===== src/rtl/fir_pkg.sv =====
// rtl/fir_pkg.sv - shared widths, accumulator sizing and FSM states for the FIR chain
package fir_pkg;

    localparam int BW_IN_DEF  = 8;
    localparam int BW_OUT_DEF = 8;

    // Accumulator width that cannot overflow when summing decim samples of bw_in bits
    function automatic int acc_w(input int bw_in, input int decim);
        return bw_in + $clog2(decim);
    endfunction

    typedef enum logic [0:0] {
        ST_SKIP = 1'b0,
        ST_RUN  = 1'b1
    } state_e;

endpackage


===== src/rtl/fir_decimator_if.sv =====
// rtl/fir_decimator_if.sv - sample-in / result-out bundle of the FIR decimator
interface fir_decimator_if import fir_pkg::*; #(
    parameter int BW_in  = BW_IN_DEF,
    parameter int BW_out = BW_OUT_DEF
) ();

    logic                     in_valid;
    logic signed [BW_in-1:0]  y_in;
    logic                     out_valid;
    logic signed [BW_out-1:0] y_out;
    logic                     sat_flag;

    modport master (
        output in_valid, y_in,
        input  out_valid, y_out, sat_flag
    );

    modport slave (
        input  in_valid, y_in,
        output out_valid, y_out, sat_flag
    );

endinterface


===== src/rtl/fir_saturate.sv =====
// rtl/fir_saturate.sv - combinational signed clip from IN_W to OUT_W bits with a saturation bit
module fir_saturate #(
    parameter int IN_W  = 10,
    parameter int OUT_W = 8
) (
    input  logic signed [IN_W-1:0]  din,
    output logic signed [OUT_W-1:0] dout,
    output logic                    sat
);

    localparam int TOP_W = IN_W - OUT_W + 1;

    // The value fits only when the bits above the output sign bit all copy it
    logic [TOP_W-1:0] top_bits;
    assign top_bits = din[IN_W-1:OUT_W-1];

    // Clip to the most positive or most negative output code when it does not fit
    always_comb begin
        sat  = 1'b0;
        dout = din[OUT_W-1:0];
        if (!((top_bits == '0) || (top_bits == '1))) begin
            sat  = 1'b1;
            dout = din[IN_W-1] ? {1'b1, {(OUT_W-1){1'b0}}} : {1'b0, {(OUT_W-1){1'b1}}};
        end
    end

endmodule


===== src/rtl/fir_decimator.sv =====
// rtl/fir_decimator.sv - integrate-and-dump decimator with shift and saturation (FIR_DECIM_ROUND_EN selects round-half-up)
module fir_decimator import fir_pkg::*; #(
    parameter int BW_in        = BW_IN_DEF,
    parameter int DECIM        = 4,
    parameter int SHIFT        = 2,
    parameter int BW_out       = BW_OUT_DEF,
    parameter int SKIP_SAMPLES = 1
) (
    input  logic          clk,
    input  logic          reset,
    fir_decimator_if.slave bus
);

    localparam int ACC_W  = acc_w(BW_in, DECIM);
    localparam int CNT_W  = $clog2(DECIM);
    localparam int SKIP_W = 4;
`ifdef FIR_DECIM_ROUND_EN
    localparam int SH_W   = ACC_W + 1;
`else
    localparam int SH_W   = ACC_W;
`endif

    localparam logic [CNT_W-1:0]  CNT_LAST    = CNT_W'(DECIM - 1);
    localparam logic [SKIP_W-1:0] SKIP_LAST   = SKIP_W'(SKIP_SAMPLES - 1);
    localparam state_e            RESET_STATE = (SKIP_SAMPLES == 0) ? ST_RUN : ST_SKIP;

    state_e                   state_q, state_d;
    logic signed [ACC_W-1:0]  acc_q, acc_d;
    logic [CNT_W-1:0]         cnt_q, cnt_d;
    logic [SKIP_W-1:0]        skip_q, skip_d;
    logic                     out_valid_q, out_valid_d;
    logic signed [BW_out-1:0] y_out_q, y_out_d;
    logic                     sat_flag_q, sat_flag_d;

    logic signed [ACC_W-1:0]  y_ext;
    logic signed [ACC_W-1:0]  sum;
    logic signed [SH_W-1:0]   pre_shift;
    logic signed [SH_W-1:0]   shifted;
    logic signed [BW_out-1:0] sat_val;
    logic                     sat_bit;

    assign y_ext = {{(ACC_W-BW_in){bus.y_in[BW_in-1]}}, bus.y_in};

    // Window total including the sample arriving this cycle, then scaling
    always_comb begin
        sum = acc_q + y_ext;
`ifdef FIR_DECIM_ROUND_EN
        if (SHIFT > 0) begin
            pre_shift = {sum[ACC_W-1], sum} + (SH_W'(1) << ((SHIFT > 0) ? SHIFT - 1 : 0));
        end else begin
            pre_shift = {sum[ACC_W-1], sum};
        end
`else
        pre_shift = sum;
`endif
        shifted = pre_shift >>> SHIFT;
    end

    fir_saturate #(
        .IN_W  (SH_W),
        .OUT_W (BW_out)
    ) u_sat (
        .din  (shifted),
        .dout (sat_val),
        .sat  (sat_bit)
    );

    // Skip/run sequencing, window accumulation and dump on the last sample
    always_comb begin
        state_d     = state_q;
        acc_d       = acc_q;
        cnt_d       = cnt_q;
        skip_d      = skip_q;
        out_valid_d = 1'b0;
        y_out_d     = y_out_q;
        sat_flag_d  = sat_flag_q;
        if (bus.in_valid) begin
            case (state_q)
                ST_SKIP: begin
                    skip_d = skip_q + 1'b1;
                    if (skip_q == SKIP_LAST) begin
                        state_d = ST_RUN;
                    end
                end
                ST_RUN: begin
                    if (cnt_q == CNT_LAST) begin
                        acc_d       = '0;
                        cnt_d       = '0;
                        out_valid_d = 1'b1;
                        y_out_d     = sat_val;
                        if (sat_bit) begin
                            sat_flag_d = 1'b1;
                        end
                    end else begin
                        acc_d = sum;
                        cnt_d = cnt_q + 1'b1;
                    end
                end
                default: begin
                    state_d = RESET_STATE;
                end
            endcase
        end
    end

    // State registers with immediate reset that also abandons any open window
    always_ff @(posedge clk or posedge reset) begin
        if (reset) begin
            state_q     <= RESET_STATE;
            acc_q       <= '0;
            cnt_q       <= '0;
            skip_q      <= '0;
            out_valid_q <= 1'b0;
            y_out_q     <= '0;
            sat_flag_q  <= 1'b0;
        end else begin
            state_q     <= state_d;
            acc_q       <= acc_d;
            cnt_q       <= cnt_d;
            skip_q      <= skip_d;
            out_valid_q <= out_valid_d;
            y_out_q     <= y_out_d;
            sat_flag_q  <= sat_flag_d;
        end
    end

    assign bus.out_valid = out_valid_q;
    assign bus.y_out     = y_out_q;
    assign bus.sat_flag  = sat_flag_q;

endmodule

===== src/flat_wrapper.sv =====
// flat-port wrapper written by rule: the top's interface ports become plain ports
module fir_decimator_flat import fir_pkg::*;
#(
    parameter int BW_in        = BW_IN_DEF,
    parameter int DECIM        = 4,
    parameter int SHIFT        = 2,
    parameter int BW_out       = BW_OUT_DEF,
    parameter int SKIP_SAMPLES = 1
)
  (clk, reset, bus_in_valid, bus_y_in, bus_out_valid, bus_y_out, bus_sat_flag);
  fir_decimator_if #(.BW_in(BW_in), .BW_out(BW_out)) bus_i ();
  input  logic clk;
  input  logic reset;
  input wire logic [$bits(bus_i.in_valid)-1:0] bus_in_valid;
  input wire logic [$bits(bus_i.y_in)-1:0] bus_y_in;
  output wire logic [$bits(bus_i.out_valid)-1:0] bus_out_valid;
  output wire logic [$bits(bus_i.y_out)-1:0] bus_y_out;
  output wire logic [$bits(bus_i.sat_flag)-1:0] bus_sat_flag;
  assign bus_i.in_valid = bus_in_valid;
  assign bus_i.y_in = bus_y_in;
  assign bus_out_valid = bus_i.out_valid;
  assign bus_y_out = bus_i.y_out;
  assign bus_sat_flag = bus_i.sat_flag;
  fir_decimator #(.BW_in(BW_in), .DECIM(DECIM), .SHIFT(SHIFT), .BW_out(BW_out), .SKIP_SAMPLES(SKIP_SAMPLES)) u_core (.clk(clk), .reset(reset), .bus(bus_i));
endmodule

===== config.mk =====
export PLATFORM = sky130hd
export DESIGN_NAME = fir_decimator_flat
export DESIGN_NICKNAME = d
export VERILOG_FILES = /design/src/rtl/fir_pkg.sv /design/src/rtl/fir_decimator_if.sv /design/src/rtl/fir_saturate.sv /design/src/rtl/fir_decimator.sv /design/src/flat_wrapper.sv
export SDC_FILE = /design/constraint.sdc
export NUM_CORES = 1
export LEC_CHECK = 0
export ABC_AREA = 0
export ABC_CLOCK_PERIOD_IN_PS = 1900
export BUFFER_PORTS_ARGS = -buffer_cell sky130_fd_sc_hd__buf_2
export CORE_MARGIN = 1.5
export CORE_UTILIZATION = 51
export CTS_CLUSTER_SIZE = 28
export DETAILED_ROUTE_END_ITERATION = 10
export HOLD_SLACK_MARGIN = 0.12
export PLACE_DENSITY_LB_ADDON = 0.05
export SYNTH_ARGS = -nofsm -noshare
export SYNTH_HDL_FRONTEND = slang
export SYNTH_SLANG_ARGS = --single-unit

===== constraint.sdc =====
create_clock -name clk -period 1.9 [get_ports clk]
set_clock_uncertainty 0.15 [all_clocks]
set_input_delay 0.38 -clock clk [delete_from_list [all_inputs] [get_ports clk]]
set_output_delay 0.38 -clock clk [all_outputs]
set_load 0.05 [all_outputs]

==> flow_summary.yaml <==
clocking:
  numCtsBuffers: 3
  clk_pin_slew_worst_paths_ps: 150
  clkLatencyLatePin_ps: 330
  cts_tree: "yes"
  clockBufferDepth: 2
  htreeDepth: 1
  numClockSinks: 26
  cts_root_buf: "clkbuf_4"
status:
  violations: "DRC, setup timing"
  outcome: "complete, but fails checks"
die:
  coreArea_um2: 2810
  die_h_um: 57.8
  pin_count: 21
  num_rows: 19
  die-area_um2: 3350
  initial_core_util: 0.547
  dieWidth_um: 57.8
critical_path:
  required_ps: 1990
  crit_path_end_kind: "flip-flop"
  rrSetupSlack_ps: -160
  critical_path.reg2reg.endpoint: "u_core.bus.y_out[7]$_DFFE_PP0P_"
  regToRegStartpoint: "u_core.acc_q[7]$_DFFE_PP0P_"
  path_class: "reg -> reg"
  arrival_ps: 2150
  cp-endpoint: "u_core.bus.y_out[7]$_DFFE_PP0P_"
  critical_path.max_fanout: 6
  rr_worst_depth: 6
  critical_path.startpoint: "u_core.acc_q[7]$_DFFE_PP0P_"
  cp-start-kind: "flip-flop"
routing:
  routed_wl_um: 3280
  vias: 1243
  drt_pass1_iterations: 7
  ant_nets: 0
  via_per_inst: 5.50
  post-route-drc-count: 6
  drt-wirelength-per-cell_um: 14.5
  drt_iter0_markers: 33
run:
  drv_cap: 0
power:
  power_density_nw_per_um2: 1740
  power_mw: 3.65
  peakVddDrop_mv: 0.978
  swShare: 0.428
  seq_power_share: 0.276
  combinationalPowerShare: 0.617
  p_clk_frac: 0.107
  p_leak_nw: 0.957
  internal_power_mw: 2.09
  p_sw_mw: 1.56
yosys:
  synthArstFlopShare: 1.00
  syn-cell-area_um2: 1530
  synth_seq_area_share: 0.424
  yosysWarnings: 0
  ys.flop_type: "dfrtp_1"
  avgSynthCellArea_um2: 10.1
  synth_edf_count: 0
  yosys-top-cells-area: "dfrtp_1, ha_1, nand2_1"
  synthTopCellsByCount: "dfrtp_1, nand2_1, ha_1, o21ai_0, inv_1"
  yosysMostFrequentCell: "dfrtp_1"
  netlist_instances: 152
  ys_seq_elements: 26
  synth_top_area_share: 0.424
  yosysTopAreaCell: "dfrtp_1"
  ys_types: 43
  synth_nets: 176
placed_design:
  dpl.hpwl_um: 2420
  place.gp.congestion: 0.824
  port_buffers: 19
  dp_cells: 218
  dp_slack_ps: -326
sta:
  hold_viol_final: 0
  max_freq_ghz: 0.485
  rsz0062_at_grt: "yes"
  timing.final.max_slew_violations: 0
  fin_crit_ps: 2060
  finalSetupViolations: 6
  period_share: 1.08
  hold_slack_ps: 162
  layout_setup_ws_ps: -161
global_route:
  antenna_found_initial: 0
  grt_remaining_overflow: 0
  grt_pass1_vias: 1288
  grt_max_degree: 27
  grt_pass1_wl_um: 5640
  grt_usage: 0.220
cells_and_area:
  final_cells: 226
  drive_gt1_frac: 0.405
  n_antenna_cell: 0
  syn_to_final_growth_pct: 36.6
  fin_nets: 220
min_path:
  hp-class: "in -> reg"
## layout by cell type (no fill, tap or decap), types with 3 or more instances in the layout
| cell | count |
|---|---|
| dfrtp_1 | 26 |
| buf_4 | 22 |
| nand2_1 | 21 |
| buf_2 | 19 |
| ha_4 | 9 |
| o21ai_0 | 8 |
| nor2_1 | 7 |
| inv_1 | 7 |
| o21ai_1 | 5 |
| xor2_1 | 4 |
| xnor2_1 | 4 |
| nand3_1 | 3 |
| o211ai_1 | 3 |
| o31ai_1 | 3 |
| ha_1 | 3 |
| clkbuf_4 | 3 |
## stage by stage
| stage | util | TNS, ps | area (um2) |
|---|---|---|---|
| finish | 0.747 | -261 | 2100 |
| global route | 0.747 | -1060 | 2100 |
| CTS | 0.726 | -252 | 2040 |
| detailed placement | 0.667 | -1730 | 1870 |
| global placement | 0.667 | -1690 | 1870 |
| floorplan | - | -164 | 1600 |
## layout make-up
cell class              count  area [um2]
fillers                   190         709
flip-flops and latches     26         651
multi-input cells         113        1030
clock inverters             1        30.0
inverters                   8        30.0
repair buffers             44         293
well taps                  31        38.8
clock buffers               3        22.5
## worst min path at each step
stage | from | cells after the start | slack, ps | end
finish | bus_in_valid | 2 | 160 | u_core.state_q$_DFFE_PP0P_
global route | bus_in_valid | 2 | 160 | u_core.state_q$_DFFE_PP0P_
CTS | bus_in_valid | 2 | 160 | u_core.state_q$_DFFE_PP0P_
detailed placement | reset | 3 | 300 | u_core.acc_q[0]$_DFFE_PP0P_
global placement | reset | 3 | 290 | u_core.acc_q[0]$_DFFE_PP0P_
floorplan | reset | 1 | 270 | u_core.acc_q[0]$_DFFE_PP0P_
## what timing repair did
item | 4_1_cts | 5_1_grt
pin swaps | 11 | 9
endpoints found under the hold margin | 26 | 0
gates cloned | 0 | 0
buffers inserted | 0 | 3
gates resized for setup | 15 | 9
setup endpoints to repair | 8 | 10
hold buffers | 1 | 0
## sequential cells by signal, summed over array words and instances, names as in the netlist
| register | count |
|---|---|
| u_core.acc_q | 10 |
| u_core.bus.y_out | 8 |
| u_core.skip_q | 4 |
| u_core.cnt_q | 2 |
| u_core.bus.out_valid | 1 |
| u_core.state_q | 1 |
## worst max-delay path, cell delays in order (launching register included)
cell	delay, ps
dfrtp_1	430
ha_4	250
a21oi_2	140
a21boi_2	100
a2111oi_4	360
xnor3_1	270
mux2_4	260
## kinds of logic (layout without fill, tap and decap cells)
logic type / after synthesis / count (layout) / share of synthesized area
AND/OR/NAND/NOR: 49 / 49 / 0.158
AO/OA/AOI/OAI: 37 / 37 / 0.180
flip-flops: 26 / 26 / 0.424
adder cells (fa/ha/maj): 13 / 13 / 0.111
buffers and inverters: 13 / 56 / 0.0343
XOR/XNOR: 10 / 10 / 0.0661
multiplexers: 3 / 3 / 0.0237
other: 1 / 1 / 0.00244
## metal layers
layer	global-route usage	wire, um	up-vias
met3	0.0246	123	4
met1	0.276	1430	602
met2	0.386	1670	20
li1	-	-	617
met4	0.0897	53	0
met5	0	0	-
## power groups by stage
stage               Clock, mW  Combinational [mW]  Sequential, mW
finish                  0.390                2.26            1.01
global route            0.412                2.48            1.04
global placement            0                1.90           0.986
floorplan                   0                1.12            1.26
CTS                     0.402                2.13            1.01
detailed placement          0                1.95            1.01
(Power assumes the default switching activity.)
